## src/rtl/cond_eval_unit.sv

```systemverilog
// Multi-lane ARM condition evaluator with owned NZCV register and LIFO checkpoint stack.
// Optional per-lane pass counters are enabled with `define COND_STATS_EN.
module cond_eval_unit #(
    parameter int LANES = 2,
    parameter int PIPE  = 1,
    parameter int DEPTH = 4
) (
    input  logic                 clk,
    input  logic                 rst,
    input  logic                 sr_we,
    input  logic [3:0]           sr_in,
    input  logic                 ckpt_push,
    input  logic                 ckpt_pop,
    input  logic [LANES-1:0]     cond_valid,
    input  logic [4*LANES-1:0]   cond,
    output logic [LANES-1:0]     res_valid,
    output logic [LANES-1:0]     cond_res,
    output logic [3:0]           status,
    output logic                 stk_full,
    output logic                 stk_empty,
`ifdef COND_STATS_EN
    input  logic                 stat_clr,
    output logic [16*LANES-1:0]  stat_pass,
`endif
    output logic                 stk_err
);

    localparam int IW = $clog2(DEPTH);
    localparam int CW = IW + 1;
    localparam logic [CW-1:0] FULL_CNT = CW'(DEPTH);

    // Evaluate one ARM condition code against {N,Z,C,V}.
    function automatic logic cond_eval(input logic [3:0] cc, input logic [3:0] f);
        logic n, z, c, v, r;
        {n, z, c, v} = f;
        case (cc)
            4'b0000: r = z;
            4'b0001: r = ~z;
            4'b0010: r = c;
            4'b0011: r = ~c;
            4'b0100: r = n;
            4'b0101: r = ~n;
            4'b0110: r = v;
            4'b0111: r = ~v;
            4'b1000: r = c & ~z;
            4'b1001: r = ~c | z;
            4'b1010: r = (n == v);
            4'b1011: r = (n != v);
            4'b1100: r = ~z & (n == v);
            4'b1101: r = z | (n != v);
            4'b1110: r = 1'b1;
            default: r = 1'b0;
        endcase
        return r;
    endfunction

    logic [3:0]    status_q, status_d;
    logic [3:0]    stk_q [DEPTH];
    logic [3:0]    stk_d [DEPTH];
    logic [CW-1:0] cnt_q, cnt_d;
    logic          err_q, err_d;
    logic          full_s, empty_s, pop_ok_s, push_ok_s;
    logic [IW-1:0] top_idx_s;
    logic [LANES-1:0] pass_s;

    assign full_s    = (cnt_q == FULL_CNT);
    assign empty_s   = (cnt_q == {CW{1'b0}});
    assign stk_full  = full_s;
    assign stk_empty = empty_s;
    assign stk_err   = err_q;
    assign status    = status_q;

    // Stack, status and error next-state; status_d doubles as the bypassed evaluation flags.
    always_comb begin
        pop_ok_s  = ckpt_pop & ~empty_s;
        push_ok_s = ckpt_push & (~full_s | pop_ok_s);
        top_idx_s = IW'(cnt_q - CW'(1));
        stk_d     = stk_q;
        cnt_d     = cnt_q;
        if (push_ok_s && pop_ok_s) begin
            stk_d[top_idx_s] = status_q;
        end else if (push_ok_s) begin
            stk_d[cnt_q[IW-1:0]] = status_q;
            cnt_d = cnt_q + CW'(1);
        end else if (pop_ok_s) begin
            cnt_d = cnt_q - CW'(1);
        end else begin
            cnt_d = cnt_q;
        end
        if (pop_ok_s) begin
            status_d = stk_q[top_idx_s];
        end else if (sr_we) begin
            status_d = sr_in;
        end else begin
            status_d = status_q;
        end
        // An empty-stack push+pop is a plain push, so it is not an underflow.
        err_d = err_q | (ckpt_push & full_s & ~pop_ok_s) | (ckpt_pop & empty_s & ~ckpt_push);
    end

    // Per-lane evaluation against the effective flags.
    always_comb begin
        pass_s = '0;
        for (int i = 0; i < LANES; i++) begin
            pass_s[i] = cond_valid[i] & cond_eval(cond[4*i +: 4], status_d);
        end
    end

    // Status register, checkpoint stack and sticky error state.
    always_ff @(posedge clk or negedge rst) begin
        if (!rst) begin
            status_q <= 4'b0000;
            cnt_q    <= {CW{1'b0}};
            err_q    <= 1'b0;
            for (int i = 0; i < DEPTH; i++) begin
                stk_q[i] <= 4'b0000;
            end
        end else begin
            status_q <= status_d;
            cnt_q    <= cnt_d;
            err_q    <= err_d;
            stk_q    <= stk_d;
        end
    end

    generate
        if (PIPE == 0) begin : g_comb
            assign res_valid = cond_valid;
            assign cond_res  = pass_s;
        end else begin : g_reg
            logic [LANES-1:0] res_valid_q, cond_res_q;
            // Registered result stage.
            always_ff @(posedge clk or negedge rst) begin
                if (!rst) begin
                    res_valid_q <= '0;
                    cond_res_q  <= '0;
                end else begin
                    res_valid_q <= cond_valid;
                    cond_res_q  <= pass_s;
                end
            end
            assign res_valid = res_valid_q;
            assign cond_res  = cond_res_q;
        end
    endgenerate

`ifdef COND_STATS_EN
    logic [15:0] stat_q [LANES];
    logic [15:0] stat_d [LANES];

    // Saturating pass counters; clear takes precedence over increment.
    always_comb begin
        stat_d = stat_q;
        for (int i = 0; i < LANES; i++) begin
            if (stat_clr) begin
                stat_d[i] = 16'h0000;
            end else if (pass_s[i] && (stat_q[i] != 16'hFFFF)) begin
                stat_d[i] = stat_q[i] + 16'h0001;
            end else begin
                stat_d[i] = stat_q[i];
            end
        end
    end

    // Counter state.
    always_ff @(posedge clk or negedge rst) begin
        if (!rst) begin
            for (int i = 0; i < LANES; i++) begin
                stat_q[i] <= 16'h0000;
            end
        end else begin
            stat_q <= stat_d;
        end
    end

    // Flatten counters onto the output bus.
    always_comb begin
        stat_pass = '0;
        for (int i = 0; i < LANES; i++) begin
            stat_pass[16*i +: 16] = stat_q[i];
        end
    end
`endif

endmodule

```

## config.mk

```make
export PLATFORM = sky130hd
export DESIGN_NAME = cond_eval_unit
export DESIGN_NICKNAME = d
export VERILOG_FILES = /design/src/rtl/cond_eval_unit.sv
export SDC_FILE = /design/constraint.sdc
export NUM_CORES = 1
export LEC_CHECK = 0
export ABC_AREA = 0
export CORE_MARGIN = 2
export CORE_UTILIZATION = 40
export DETAILED_ROUTE_END_ITERATION = 12
export RECOVER_POWER = 25
export SYNTH_ARGS = -nofsm -noshare
export SYNTH_HDL_FRONTEND = slang
export SYNTH_SLANG_ARGS = --single-unit
```

## constraint.sdc

```tcl
create_clock -name clk -period 8 [get_ports clk]
set_input_delay 2.4 -clock clk [delete_from_list [all_inputs] [get_ports clk]]
set_output_delay 2.4 -clock clk [all_outputs]
set_load 0.01 [all_outputs]
```

Word level (Yosys, flattened, before mapping)
Index checks and enable logic that the tools add are counted.
W data, S select, Z words.
{"block": "classes", "n_addsub": 2, "magnitude_cmp": 4, "eq_ne": 31, "muxes": 17, "bitwise_logic": 26, "reduce_logical": 9}
{"operator": "$eq A4 B4 Y1 const B", "n": 14}
{"operator": "$bwmux W16", "n": 2}
{"operator": "$eq A4 B3 Y1 const B", "n": 8}
{"operator": "$mux W16", "n": 2}
{"operator": "$pmux W1 S15", "n": 2}
{"operator": "$mux W4", "n": 6}
{"operator": "$demux W4 S2", "n": 2}
{"operator": "$eq A4 B2 Y1 const B", "n": 4}
{"operator": "$and A1 B1 Y1", "n": 10}
{"operator": "$not A1 Y1", "n": 9}
{"operator": "$bmux W4 S2", "n": 1}
{"operator": "$eq A4 B1 Y1 const B", "n": 2}
{"operator": "$logic_not A4 Y1", "n": 2}
{"operator": "$ge A3 B3 Y1 const B", "n": 2}
{"operator": "$lt A3 B1 Y1 const B", "n": 2}
{"operator": "$mux W3", "n": 2}
{"operator": "$not A2 Y3", "n": 2}
{"operator": "$or A1 B1 Y1", "n": 5}
{"operator": "$reduce_bool A2 Y1", "n": 2}
{"operator": "$add A3 B1 Y3 const B", "n": 1}
{"operator": "$eq A3 B3 Y1 const B", "n": 1}
{"operator": "$logic_and A1 B1 Y1", "n": 3}
{"operator": "$logic_not A3 Y1", "n": 1}
{"operator": "$sub A3 B1 Y3 const B", "n": 1}
{"operator": "3 further kinds", "n": 3}
{"block": "totals", "register_bits": 28, "inputBits": 19, "word_cells": 98}

Logic depth before layout (Yosys ltp)
{"block": "logic_depth", "word_depth": 10, "mapped_depth": 12, "depth_no_buf": 10}

Least setup slack after synthesis
Ideal clock, no wire load.
{"block": "synth_path", "path_kind": "in2reg", "startpoint": "in sr_we", "endpoint": "reg g_reg.cond_res_q[0] (netlist: cond_res[0])", "setup_ns": 0.137, "arrival_ns": 3.764, "required_ns": 7.863, "slack_ns": 4.099, "cell_stages": 8, "path_buffers": 1, "cell_sequence": "buf_2 -> mux2_2 -> o21ai_0 -> a21oi_1 -> a21o_1 -> a221oi_2 -> o31a_1 -> o221ai_1"}
{"block": "synth_via", "elab_chain_len": 6, "word_cells_on_any_way": 14}
{"element": "from (decl)", "line_no": "10", "text": "input logic sr_we,"}
{"element": "$mux W4 (*)", "line_no": "92", "text": "end else if (sr_we) begin"}
{"element": "$mux W4 (*)", "line_no": "90", "text": "if (pop_ok_s) begin"}
{"element": "$ne A1 B1 Y1, or another cell as far along", "line_no": "48, 50"}
{"element": "$or A1 B1 Y1, or another cell as far along", "line_no": "50", "text": "4'b1101: r = z | (n != v);"}
{"element": "$pmux W1 S15 (*)", "line_no": "36", "text": "case (cc)"}
{"element": "$and A1 B1 Y1 (*)", "line_no": "105", "text": "pass_s[i] = cond_valid[i] & cond_eval(cond[4*i +: 4], status_d);"}
{"element": "net pass_s[0]", "line_no": "64", "text": "logic [LANES-1:0] pass_s;"}
{"element": "to (signal assigned)", "line_no": "139", "text": "cond_res_q <= pass_s;"}
{"element": "to (decl)", "line_no": "131", "text": "logic [LANES-1:0] res_valid_q, cond_res_q;"}
The timed path passes the listed nets; every way through them passes the cells marked *.
A chain may end at the register's enable or synchronous reset.

Worst setup path in the final report
{"block": "layout_path", "startpoint": "reg cnt_q[0]", "endpoint": "out stk_empty"}
{"block": "layout_via", "elab_chain_len": 1}
{"element": "from (decl)", "line_no": "60", "text": "logic [CW-1:0] cnt_q, cnt_d;"}
{"element": "from (signal assigned)", "line_no": "113", "text": "cnt_q <= {CW{1'b0}};"}
{"element": "from (signal assigned)", "line_no": "120", "text": "cnt_q <= cnt_d;"}
{"element": "$logic_not A3 Y1", "line_no": "67", "text": "assign empty_s = (cnt_q == {CW{1'b0}});"}
{"element": "to (decl)", "line_no": "20", "text": "output logic stk_empty,"}
Every way passes these cells.

==> qor.yml <==
drive_gt1_share_pct: 13.1
drc_errors: 0
regArea_sq_um: 701
skew_ns: 0.00589
synthTopCellsByArea: "dfrtp_1 (36%), mux2_2 (9.8%), mux4_1 (6.7%)"
grt_pass1_wl_um: 7470
hp-class: "flop to flop"
finalHoldViolCount: 0
cp_max_fo: 14
synth_top_area_share_pct: 35.9
avgSynthCellArea_sq_um: 10.3
r2r_start: "cnt_q[0]"
htree_levels: 1
setup.worst_path.end_class: "output port"
setup_viol: 0
cts_resized: 0
reg2reg_slack_ns: 4.64
hold_depth: 1
violations: "max-capacitance violations, max-slew violations"
power.leakage_nw: 1.01
finalMaxSlewViolations: 29
drt-initial-drc-count: 92
hold_path_end: "stk_err"
layout.cells.most_common_list: "dfrtp_1 (28), clkdlybuf4s50_1 (26), mux2_2 (17), nand2_1 (14)"
die_area_sq_um: 5450
ir_drop_mv: 0.145
syn_nets: 214
multi_input_area_sq_um: 1160
antenna_found_initial: 0
dpl.hpwl_um: 3320
ys_seq_elements: 28
crit_arrival_ns: 2.44
netlist_area_sq_um: 1950
nets: 239
setup_slack_ns: 3.16
power_density_nw_per_um2: 346
grt_pass1_vias: 1507
place_congestion: 0.919
dieWidth_um: 73.9
final_common_cell: "dfrtp_1"
worst_setup_path_start_kind: "flop"
setup_tns_ns: 0
required_ns: 5.60
clock-sinks: 28
rsz0062_at_grt: "no"
async_reset_ff_share_pct: 100
yosysSeqAreaShare_pct: 35.9
pre_cts_ws_ns: 3.35
clk_pin_slew_ns: 0.10
criticalPathCategory: "flop to output port"
min_from: "stk_err"
grt_max_degree: 29
vias: 1557
ff2ff_path_depth: 9
crit_slowest_cell: "dfrtp_1"
fillers: 427
clock.fmax_mhz: 206
r2r-end: "cond_res[0]"
status: "complete, but fails checks"
rows: 25
yosysUniqueCellTypes: 50
synthFlopType: "dfrtp_1"
post-route-period-util_pct: 60.6
pin_count: 30
clockBufferDepth: 2
die_y_um: 73.9
vias_per_cell: 5.56
diodes: 0
finalCriticalPeriod_ns: 4.84
ys_warn_count: 0
path_common_cell: "inv_1"
clockRootBuffer: "clkbuf_8"
path_cells: "inv_1, ha_1, nand2b_1, inv_1, clkdlybuf4s50_1"
cts_hold_buffers: 0
yosysTopAreaCell: "dfrtp_1"
cts_buffers: 3
grt_usage_pct: 17.8
area_delta_synth_final_pct: 20.4
critical_path.max_stage_delay_ns: 0.69
clk_latency_ns: 0.28
io_buffers: 29
drtAntennaViolNets: 0
synth_enable_flop_cells: 0
drtPass1Iterations: 4
initial_core_util_pct: 41.3
cts_setup_buffers: 0
fp.coreArea_sq_um: 4720
slew_headroom_pct: -3.43
post_drt_wl_per_cell_um: 16.0
grt_overflow_total: 0
routed_wl_um: 4470
cts_tree: "built"
drv_cap: 1
syn_inst: 189
worst_pin_slew_ns: 1.55
holdWs_ns: 0.483
-- how the worst max path moves through the flow --
stage	startpoint	to	depth (start not counted)
6_report	cnt_q[0]	stk_empty	5
5_1_grt	cnt_q[0]	stk_empty	5
4_1_cts	cnt_q[0]	stk_empty	5
3_5_place_dp	ckpt_pop	cond_res[0]	8
3_3_place_gp	sr_we	cond_res[0]	8
2_1_floorplan	sr_we	cond_res[0]	8
-- where the power goes --
| part | switching (mW) | total, mW | internal (mW) | leakage [nW] |
|---|---|---|---|---|
| clock network | 0.0477 | 0.115 | 0.0671 | 0.0357 |
| registers | 0.0695 | 0.269 | 0.199 | 0.347 |
| logic | 0.198 | 0.431 | 0.233 | 0.626 |
-- worst max-delay path: cells and delay by family (launching register included) --
kind	cells	cell delay, ns
adder cells (fa/ha/maj)	1	0.32
buffers and inverters	3	0.89
flip-flops	1	0.69
AND/OR/NAND/NOR	1	0.27
-- metal layers --
metal	vias up	routed length (um)	track usage, %
met2	43	2150	29.3
met5	-	0	0
met1	764	2100	24.3
li1	746	-	-
met3	4	171	2.19
met4	0	53	5.45
-- cells in the mapped netlist, types with 4 or more instances --
| master | n |
|---|---|
| a21oi_1 | 11 |
| inv_1 | 11 |
| nand2_1 | 14 |
| a22oi_1 | 4 |
| mux2i_1 | 7 |
| clkbuf_1 | 4 |
| nor2b_1 | 4 |
| ha_1 | 6 |
| o21ai_0 | 5 |
| mux4_1 | 5 |
| xnor2_1 | 11 |
| dfrtp_1 | 28 |
| nor2_1 | 9 |
| nand3_1 | 5 |
| mux2_2 | 17 |
-- kinds of logic (layout without fill, tap and decap cells) --
kind of cell,count (synthesis),after routing,share of synthesized area (%)
and+or+nand+nor,53,53,16.0
AOI/OAI and AO/OA,41,41,14.5
muxes,29,29,20.1
DFF,28,28,35.9
buffers and inverters,21,45,4.74
xor gates and xnor gates,11,11,4.94
adders and majority gates,6,6,3.85
-- state kept, by name, summed over array words and instances, names as in the netlist --
signal / cells
stk_err: 1
cnt_q: 3
stk_q: 16
res_valid: 2
status: 4
cond_res: 2
-- cell type report --
class | instances | area share (%)
multi-input combinational | 140 | 49.3
clock inverter | 1 | 1.28
sequential | 28 | 29.8
timing repair buffer | 30 | 12.5
inverter | 11 | 1.76
clock buffer | 3 | 1.76
tap | 67 | 3.57
-- per-stage QoR --
stage                     total power [mW]  instance area (sq um)  std cells  utilization, %
after floorplan                      0.576                   1950        189               -
after global placement               0.691                   2280        276            48.3
after detailed placement             0.697                   2280        276            48.3
final                                0.814                   2350        280            49.7
after global routing                 0.874                   2350        280            49.7
after CTS                            0.819                   2350        280            49.8
No activity file was read; power rests on OpenSTA's default activity.
